[src/rtl/bp_me_stream_pump_out.sv]
// Outbound BedRock stream pump: turns producer FSM beats into a buffered
// mem-side stream with wrap-around beat addressing and 1:1, 1:N or N:1 conversion.
package bp_me_stream_pump_out_pkg;
    localparam int unsigned paddr_width_gp    = 40;
    localparam int unsigned msg_type_width_gp = 4;
    localparam int unsigned msg_size_width_gp = 3;
    localparam int unsigned msg_types_gp      = 1 << msg_type_width_gp;

    typedef struct packed {
        logic [msg_type_width_gp-1:0] msg_type;
        logic [msg_size_width_gp-1:0] size;
        logic [paddr_width_gp-1:0]    addr;
    } bp_mem_msg_header_s;
endpackage

module bp_me_stream_pump_out
    import bp_me_stream_pump_out_pkg::*;
#(
    parameter int unsigned             stream_data_width_p = 64,
    parameter int unsigned             block_width_p       = 512,
    parameter logic [msg_types_gp-1:0] mem_stream_mask_p   = '0,
    parameter logic [msg_types_gp-1:0] fsm_stream_mask_p   = mem_stream_mask_p
) (
    input  logic                           clk_i,
    input  logic                           reset_i,
    input  bp_mem_msg_header_s             fsm_base_header_i,
    input  logic [stream_data_width_p-1:0] fsm_data_i,
    input  logic                           fsm_v_i,
    output logic                           fsm_yumi_o,
    output logic [paddr_width_gp-1:0]      fsm_addr_o,
    output logic                           fsm_new_o,
    output logic                           fsm_critical_o,
    output logic                           fsm_last_o,
    output bp_mem_msg_header_s             mem_header_o,
    output logic [stream_data_width_p-1:0] mem_data_o,
    output logic                           mem_v_o,
    output logic                           mem_last_o,
    input  logic                           mem_ready_and_i
);
    localparam int unsigned stream_offset_lp = $clog2(stream_data_width_p / 8);
    localparam int unsigned ratio_lp         = block_width_p / stream_data_width_p;
    localparam int unsigned cnt_w_lp         = (ratio_lp > 1) ? $clog2(ratio_lp) : 1;
    localparam int unsigned block_offset_lp  = $clog2(block_width_p / 8);
    localparam int unsigned size_bytes_w_lp  = 1 << msg_size_width_gp;

    typedef enum logic {IDLE, STREAM} state_e;

    state_e                     state_q, state_d;
    logic [cnt_w_lp-1:0]        cnt_q, cnt_d;
    logic [block_offset_lp-1:0] crit_q, crit_d;

    logic [size_bytes_w_lp-1:0] size_bytes, beats_raw;
    logic                       multi_beat, is_fsm_stream, is_mem_stream, is_stream;
    logic [cnt_w_lp-1:0]        num_beats_m1, addr_cnt, stream_cnt, last_cnt;
    logic                       is_last_cnt, fifo_ready, enq, deq, enq_last, cnt_up, done;
    bp_mem_msg_header_s         enq_hdr;

    // Message geometry derived from the held header
    assign size_bytes    = size_bytes_w_lp'(1) << fsm_base_header_i.size;
    assign beats_raw     = size_bytes >> stream_offset_lp;
    assign multi_beat    = beats_raw > size_bytes_w_lp'(1);
    assign num_beats_m1  = multi_beat ? cnt_w_lp'(beats_raw - size_bytes_w_lp'(1)) : '0;
    assign is_fsm_stream = fsm_stream_mask_p[fsm_base_header_i.msg_type] & multi_beat;
    assign is_mem_stream = mem_stream_mask_p[fsm_base_header_i.msg_type] & multi_beat;
    assign is_stream     = is_fsm_stream | is_mem_stream;

    assign addr_cnt    = fsm_base_header_i.addr[stream_offset_lp +: cnt_w_lp];
    assign stream_cnt  = (state_q == IDLE) ? addr_cnt : cnt_q;
    assign last_cnt    = addr_cnt + num_beats_m1;
    assign is_last_cnt = ~is_stream | (stream_cnt == last_cnt);

    // Count field wraps inside the naturally aligned size window
    always_comb begin
        fsm_addr_o = fsm_base_header_i.addr;
        fsm_addr_o[stream_offset_lp +: cnt_w_lp] = (stream_cnt & num_beats_m1)
                                                 | (addr_cnt & ~num_beats_m1);
    end

    assign fsm_new_o      = is_stream & (state_q == IDLE) & fsm_v_i;
    assign fsm_critical_o = (state_q == IDLE);
    assign fsm_last_o     = is_last_cnt;

    // Beat conversion: decide enqueue, consume and count advance
    always_comb begin
        enq        = 1'b0;
        fsm_yumi_o = 1'b0;
        cnt_up     = 1'b0;
        enq_last   = is_last_cnt;
        if (is_mem_stream & ~is_fsm_stream) begin
            enq        = fsm_v_i & fifo_ready;
            fsm_yumi_o = enq & is_last_cnt;
            cnt_up     = enq;
        end else if (is_fsm_stream & ~is_mem_stream) begin
            enq        = fsm_v_i & fifo_ready & is_last_cnt;
            fsm_yumi_o = fsm_v_i & (~is_last_cnt | fifo_ready);
            cnt_up     = fsm_yumi_o;
            enq_last   = 1'b1;
        end else begin
            enq        = fsm_v_i & fifo_ready;
            fsm_yumi_o = enq;
            cnt_up     = enq & is_stream;
        end
    end

    assign done = cnt_up & is_last_cnt;

    always_comb begin
        state_d = state_q;
        cnt_d   = cnt_q;
        crit_d  = crit_q;
        if (state_q == IDLE) crit_d = fsm_base_header_i.addr[block_offset_lp-1:0];
        if (done) begin
            state_d = IDLE;
            cnt_d   = '0;
        end else if (cnt_up) begin
            if (state_q == IDLE) begin
                state_d = STREAM;
                cnt_d   = addr_cnt + cnt_w_lp'(1);
            end else begin
                cnt_d = cnt_q + cnt_w_lp'(1);
            end
        end
    end

    always_comb begin
        enq_hdr = fsm_base_header_i;
        enq_hdr.addr[block_offset_lp-1:0] = (state_q == STREAM) ? crit_q
                                          : fsm_base_header_i.addr[block_offset_lp-1:0];
    end

    always_ff @(posedge clk_i or negedge reset_i) begin
        if (!reset_i) begin
            state_q <= IDLE;
            cnt_q   <= '0;
            crit_q  <= '0;
        end else begin
            state_q <= state_d;
            cnt_q   <= cnt_d;
            crit_q  <= crit_d;
        end
    end

    // Two-entry output FIFO decoupling mem backpressure from the producer
    logic [1:0]                     fifo_cnt_q;
    logic                           wr_ptr_q, rd_ptr_q;
    bp_mem_msg_header_s             fifo_hdr_q  [2];
    logic [stream_data_width_p-1:0] fifo_data_q [2];
    logic [1:0]                     fifo_last_q;

    assign fifo_ready   = (fifo_cnt_q != 2'd2);
    assign mem_v_o      = (fifo_cnt_q != 2'd0);
    assign deq          = mem_v_o & mem_ready_and_i;
    assign mem_header_o = fifo_hdr_q[rd_ptr_q];
    assign mem_data_o   = fifo_data_q[rd_ptr_q];
    assign mem_last_o   = mem_v_o & fifo_last_q[rd_ptr_q];

    always_ff @(posedge clk_i or negedge reset_i) begin
        if (!reset_i) begin
            fifo_cnt_q  <= '0;
            wr_ptr_q    <= 1'b0;
            rd_ptr_q    <= 1'b0;
            fifo_last_q <= '0;
            for (int i = 0; i < 2; i++) begin
                fifo_hdr_q[i]  <= '0;
                fifo_data_q[i] <= '0;
            end
        end else begin
            if (enq) begin
                fifo_hdr_q[wr_ptr_q]  <= enq_hdr;
                fifo_data_q[wr_ptr_q] <= fsm_data_i;
                fifo_last_q[wr_ptr_q] <= enq_last;
                wr_ptr_q              <= ~wr_ptr_q;
            end
            if (deq) rd_ptr_q <= ~rd_ptr_q;
            fifo_cnt_q <= fifo_cnt_q + 2'(enq) - 2'(deq);
        end
    end

    // The producer must hold the header for the whole message
    hdr_stable_a: assert property (@(posedge clk_i) disable iff (!reset_i)
        (state_q == STREAM) |-> $stable(fsm_base_header_i));

endmodule
[config.mk]
export PLATFORM = sky130hd
export DESIGN_NAME = bp_me_stream_pump_out
export DESIGN_NICKNAME = d
export VERILOG_FILES = /design/src/rtl/bp_me_stream_pump_out.sv
export SDC_FILE = /design/constraint.sdc
export NUM_CORES = 1
export LEC_CHECK = 0
export BUFFER_PORTS_ARGS = -buffer_cell sky130_fd_sc_hd__buf_4
export CAP_MARGIN = 20
export CORE_MARGIN = 2
export CORE_UTILIZATION = 32
export DETAILED_ROUTE_END_ITERATION = 10
export GPL_TIMING_DRIVEN = 0
export MAX_ROUTING_LAYER = met4
export PLACE_DENSITY = 0.54
export SYNTH_ARGS = -nofsm -noshare
export SYNTH_HDL_FRONTEND = slang
export SYNTH_SLANG_ARGS = --single-unit
[constraint.sdc]
create_clock -name clk_i -period 1.48 [get_ports clk_i]
set_clock_uncertainty 0.05 [all_clocks]
set_input_delay 0.296 -clock clk_i [delete_from_list [all_inputs] [get_ports clk_i]]
set_output_delay 0.296 -clock clk_i [all_outputs]
set_load 0.02 [all_outputs]
==> results of run 1 <==
[routing by layer]
layer,track usage (%),up-vias
met2,25.51,192
met5,-,-
met1,22.77,3456
met4,3.816,0
met3,3.481,37
li1,-,3224
[through the flow]
step           hold slack, ns  std cells
2_1_floorplan        -0.04959        665
3_3_place_gp           0.4022       1381
3_5_place_dp          0.09505       1383
4_1_cts               0.01561       1586
5_1_grt                0.1222       1593
6_report               0.1259       1593
[worst min-delay path, stage by stage]
cell	delay, ns
buf_4	0.08
and2_4	0.15
buf_4	0.11
xor2_1	0.05
[state kept, by name (all words and copies together) (netlist names)]
| name | flops |
|---|---|
| fifo_hdr_q | 94 |
| rd_ptr_q | 1 |
| wr_ptr_q | 1 |
| fifo_data_q | 128 |
| fifo_last_q | 2 |
| fifo_cnt_q | 2 |
[power groups by stage]
stage	clock (uW)	sequential, uW	combinational [uW]
final	7260	11100	24200
after global placement	0	11000	19500
after global routing	7740	11600	25600
after CTS	7490	11100	23000
after floorplan	0	10600	13600
after detailed placement	0	11100	19600
[layout make-up]
type | instances | area share, %
Clock inverter | 5 | 0.5940
Tap cell | 448 | 3.245
Buffer | 80 | 5.926
Clock buffer | 47 | 5.114
Timing Repair Buffer | 429 | 24.56
Multi-Input combinational cell | 352 | 27.44
Sequential cell | 228 | 33.04
Antenna cell | 1 | 0.01449
Inverter | 3 | 0.06520
[path summary, 6_finish.rpt]
kind	slack (ns)	end
min in group asynchronous	0.14	fifo_data_q[43]
min reg2reg	0.45	fifo_data_q[68]
max	-0.74	mem_header_o[43]
max in group asynchronous	0.40	fifo_cnt_q[1]
min	0.13	rd_ptr_q
max reg2reg	-0.28	fifo_data_q[75]
[synth_stat cells]
library cell and number:
xor2_1 2, nor2_1 2, and3_1 1, inv_1 3, and2_1 2, and3b_1 1, or2_2 2, buf_6 18
xnor2_1 2, clkbuf_1 4, nand2b_1 1, dfrtp_1 228, buf_4 40, conb_1 2, mux2i_1 1, buf_2 18
ha_1 2, mux2_2 175, buf_1 2, mux2_4 158
[what timing repair did]
item,in CTS,in global routing
pin swaps,2,4
buffers inserted,19,11
hold endpoints to repair,450,0
cloned,20,6
endpoints found under the setup margin,339,340
hold buffers,112,0
resized for setup,110,133
[cell families after synthesis]
| group | Yosys count | share of synthesized area (%) |
|---|---|---|
| xor gates and xnor gates | 4 | 0.3242 |
| adders and majority gates | 2 | 0.2315 |
| buffers and inverters | 85 | 5.801 |
| DFF | 228 | 52.80 |
| muxes | 334 | 40.28 |
| other | 2 | 0.06949 |
| and+or+nand+nor | 9 | 0.4979 |
==> out/results.txt, run 1 <==
Status: complete, but fails checks
Failing checks: setup timing
WS Path Type: register to output pin
Rows: 67
Placed Area: 13570 um2
Area contributors post-synth: dfrtp_1 53%, mux2_4 22%, mux2_2 18%, buf_4 2.8%, buf_6 1.9%
Hold path depth: 4
Syn Inst Count: 664
P_sw: 14000 uW
Highest metal used: met4
Starting Density: 32.39%
Half-perimeter wire length after placement: 17540 um
Routed vias: 6909
GPL Wtd Cong: 0.6951
TritonCTS Buffers: 28
Register area share after synthesis: 52.80%
Number of synthesized register bits: 228
Crit path buffers/inverters: 4
Clock Tree Buf Depth: 3
GRT Residual Overflow: 0
Slew @ Worst Pin: 0.5762 ns
Yosys cell types: 20
CTS sink cnt: 228
Antenna violations before repair: 1
Crit-path cells: buf_8, clkbuf_16, buf_12, mux2_4, buf_6
Clock root buffer master: clkbuf_16
Delay of the slowest critical-path stage: 0.39 ns
Critical path depth in cells: 5
Final setup viols: 338
WL met2: 13260 um
Final antenna-violating net count: 0
P&R area growth vs syn: 59.82%
YS warnings: 0
Final instance area: 17270 um2
Worst EP required: 1.13 ns
Fmax: 450.5 MHz
Synthesized area: 10810 um2
Setup TNS: -113.82 ns
Die H: 187.8 um
CP Max Fanout: 10
TritonRoute pass-1 iters: 4
Peak supply drop: 1.314 mV
PwrDens: 2468 nW/um2
Critical Path End Type: output pin
Comb pwr share: 56.8%
CP startpoint: rd_ptr_q
RSZ-0062 raised after global routing: true
Finished Core Util: 51.77%
Met1 WL: 13540 um
Sw Ratio: 32.85%
Routed wire per std cell: 18.18 um
Min Tclk post-route: 2.220 ns
Pins over their slew limit: 0
Worst R2R Start: fifo_cnt_q[1]
Seq pwr share: 26.1%
Tot Pwr: 42620 uW
Internal: 28620 uW
Fin. Hold Viols: 0
Most common cell after layout, fill and taps aside: buf_4
Register area: 5707 um2
Startpoint Class: register
Most frequent cells in the layout: 268 x buf_4, 227 x dfrtp_1, 207 x mux2_4, 126 x mux2_2, 112 x dlygate4sd3_1
Via density: 4.337
Worst path slowest cell: dfrtp_1
Overall die width: 187.8 um
Drt total wl: 28970 um
Drt initial violations: 156
Reg2Reg Depth: 7
Die area: 35260 um2
Share of layout cells above drive strength 1: 68.62%
CORE AREA: 33360 um2
Clock insertion delay at the later pin of the skew report: 0.54 ns
HP Class: primary input to register
H-tree depth: 1
Top cell family by delay on the critical path: buffers and inverters
Post-layout net count: 1239
Layout fillers: 2898
Pre-CTS setup slack: -0.4929 ns
Total GRT Usage: 16.68%
Fin worst setup slack: -0.7395 ns
Leak: 0.008052 uW
Total of max-cap violations: 0
Multi-input logic area: 4740 um2
Number of global-route vias before repair: 7658
DRC: 0
Buffers on Ports: 268
Metal3 WL: 1530 um
Tcrit/Tclk final: 150.0%
First-pass GRT wire length: 45080 um
Largest net degree at the start of global routing: 107
Min-delay src: mem_ready_and_i
Slew margin rel.: 61.58%
Worst-path clk slew: 0.06 ns
I/O pin total: 272
Dominant cell type by area after synthesis: dfrtp_1
Top cell type's share of synthesized area: 52.80%
TritonCTS clock tree: yes
Clock Power Share: 17.0%
CP arrival: 1.87 ns
Avg Inst Size Synth: 16.28 um2
Note: power is estimated with default switching activity, not from simulation.
==> run 2, diff against run 1 <==
--- a/config.mk
+++ b/config.mk
@@ -10,7 +10,6 @@
 export CORE_MARGIN = 2
 export CORE_UTILIZATION = 32
 export DETAILED_ROUTE_END_ITERATION = 10
-export GPL_TIMING_DRIVEN = 0
 export MAX_ROUTING_LAYER = met4
 export PLACE_DENSITY = 0.54
 export SYNTH_ARGS = -nofsm -noshare
==> run 2 against run 1 <==
  * The flow still finishes with violations (setup timing)
  * Via count decreased by 1.1%
  * Final cell count decreased by 2.5%
  * Wire length decreased by 4.4%
  * Utilization decreased by 0.83 points
  * First-iteration DRC count increased by 12%
  * Clock-buffer cell count decreased by 7
  * Register-to-register slack got worse by 0.03 ns
  * Die area unchanged
  * Sequential share of layout area increased by 0.55 points
  * Non-clock buffer count decreased by 28
  * Flip-flop and latch count unchanged
  * Sequential power about the same
  * Largest power group unchanged
  * Highest routed layer unchanged
==> out/results.txt, run 2 (synthesis gave the netlist of run 1 again) <==
Status: complete, but fails checks
Failing checks: setup timing
DRC: 0
Top cell family by delay on the critical path: buffers and inverters
Hold path depth: 4
Leak: 0.007893 uW
Dpl cells: 1364
Most used cell, CP: buf_12
Reg2Reg Depth: 10
CP arrival: 1.82 ns
Startpoint Class: register
Die area: 35260 um2
Top Registers: fifo_data_q (128), fifo_hdr_q (94)
TritonCTS clock tree: yes
Clock root buffer master: clkbuf_16
TritonRoute pass-1 iters: 4
Critical path depth in cells: 4
Worst reg2reg setup slack: -0.31 ns
Routed vias: 6836
Reg with most FFs: fifo_data_q
Final antenna-violating net count: 0
Final setup viols: 339
Most common cell after layout, fill and taps aside: dfrtp_1
Tot Pwr: 41740 uW
Antenna Diode Count: 0
Total GRT Usage: 16.13%
Fin cells: 1553
Post-layout net count: 1210
Layout fillers: 2843
Critical Path End Type: output pin
Half-perimeter wire length after placement: 17540 um
Clock insertion delay at the later pin of the skew report: 0.53 ns
PwrDens: 2456 nW/um2
Delay of the slowest critical-path stage: 0.45 ns
CP Max Fanout: 14
Fin. Hold Viols: 0
Starting Density: 32.39%
P&R area growth vs syn: 57.25%
Peak supply drop: 1.596 mV
Fmax: 460.9 MHz
TritonCTS Buffers: 27
Worst EP required: 1.13 ns
Die H: 187.8 um
Overall die width: 187.8 um
I/O pin total: 272
Tcrit/Tclk final: 146.6%
Share of layout cells above drive strength 1: 68.05%
Routed wire per std cell: 17.84 um
Fin worst setup slack: -0.6896 ns
Max FFs per register: 128
Crit path buffers/inverters: 3
Worst-path clk slew: 0.06 ns
Number of global-route vias before repair: 7779
Total of max-cap violations: 0
GRT Residual Overflow: 0
GPL Wtd Cong: 0.7174
CTS sink cnt: 228
Worst path slowest cell: dfrtp_4
WS Path Type: register to output pin
RSZ-0062 raised after global routing: true
HP Class: primary input to register
Drt total wl: 27700 um
Most frequent cells in the layout: 227 x dfrtp_1, 226 x mux2_4, 197 x buf_4, 112 x dlygate4sd3_1, 107 x mux2_2
Crit-path cells: buf_12, buf_12, mux2_2, buf_4
First-pass GRT wire length: 44300 um
H-tree depth: 1
Largest net degree at the start of global routing: 41
Buffers on Ports: 268
Min Tclk post-route: 2.170 ns
Rows: 67
Drt initial violations: 175
Clock Tree Buf Depth: 3
Pins over their slew limit: 0
Antenna violations before repair: 0
Via density: 4.402
CORE AREA: 33360 um2
-- run 2: per-stage QoR --
stage	util [%]	TNS [ns]	hold slack (ns)	cell area (um2)	worst slack, ns
floorplan	-	-14.24	-0.04959	10930	-0.09835
global placement	40.66	-49.99	0.1664	13570	-0.2668
detailed placement	40.66	-54.77	0.1650	13570	-0.2960
CTS	51.38	-127.32	0.1526	17140	-0.7383
global route	50.93	-137.71	0.1181	16990	-0.7567
finish	50.93	-118.23	0.1216	16990	-0.6896
-- run 2: worst min-delay path, stage by stage --
cell    delay [ns]
buf_4         0.08
and2_4        0.16
buf_6         0.09
xor2_1        0.05
-- run 2: routing by layer --
metal | wire (um) | global-route usage, %
met3 | 1530 | 3.051
met1 | 13120 | 22.17
met5 | 0 | -
met4 | 405 | 3.362
met2 | 12640 | 24.89
-- run 2: final cells by class --
| cell class | instances | area [um2] | area share, % |
|---|---|---|---|
| well taps | 448 | 560.5 | 3.298 |
| flip-flops and latches | 228 | 5709 | 33.60 |
| multi-input cells | 352 | 4800 | 28.24 |
| repair buffers | 481 | 5104 | 30.03 |
| clock buffers | 40 | 804.5 | 4.734 |
| inverters | 3 | 11.26 | 0.06626 |
| clock inverters | 1 | 5.005 | 0.02945 |
-- run 2: report_power, final --
| group | total (uW) | internal [uW] | switching (uW) |
|---|---|---|---|
| combinational | 24400 | 14900 | 9490 |
| clock | 6190 | 3680 | 2510 |
| sequential | 11200 | 9470 | 1710 |
-- run 2: worst paths after layout --
path	to	from
max in group asynchronous	fifo_hdr_q[57]	reset_i
min in group asynchronous	fifo_data_q[40]	reset_i
worst max register to register	fifo_cnt_q[1]	fifo_cnt_q[0]
worst min-delay path	rd_ptr_q	mem_ready_and_i
worst min register to register	fifo_last_q[0]	fifo_last_q[0]
worst max-delay path	mem_data_o[13]	rd_ptr_q
-- run 2: what timing repair did --
item	CTS	global route
gates cloned	15	0
setup endpoints to repair	337	360
hold endpoints to repair	433	0
pin swaps	7	2
hold buffers	112	0
gates resized for setup	206	60
buffers inserted	39	11
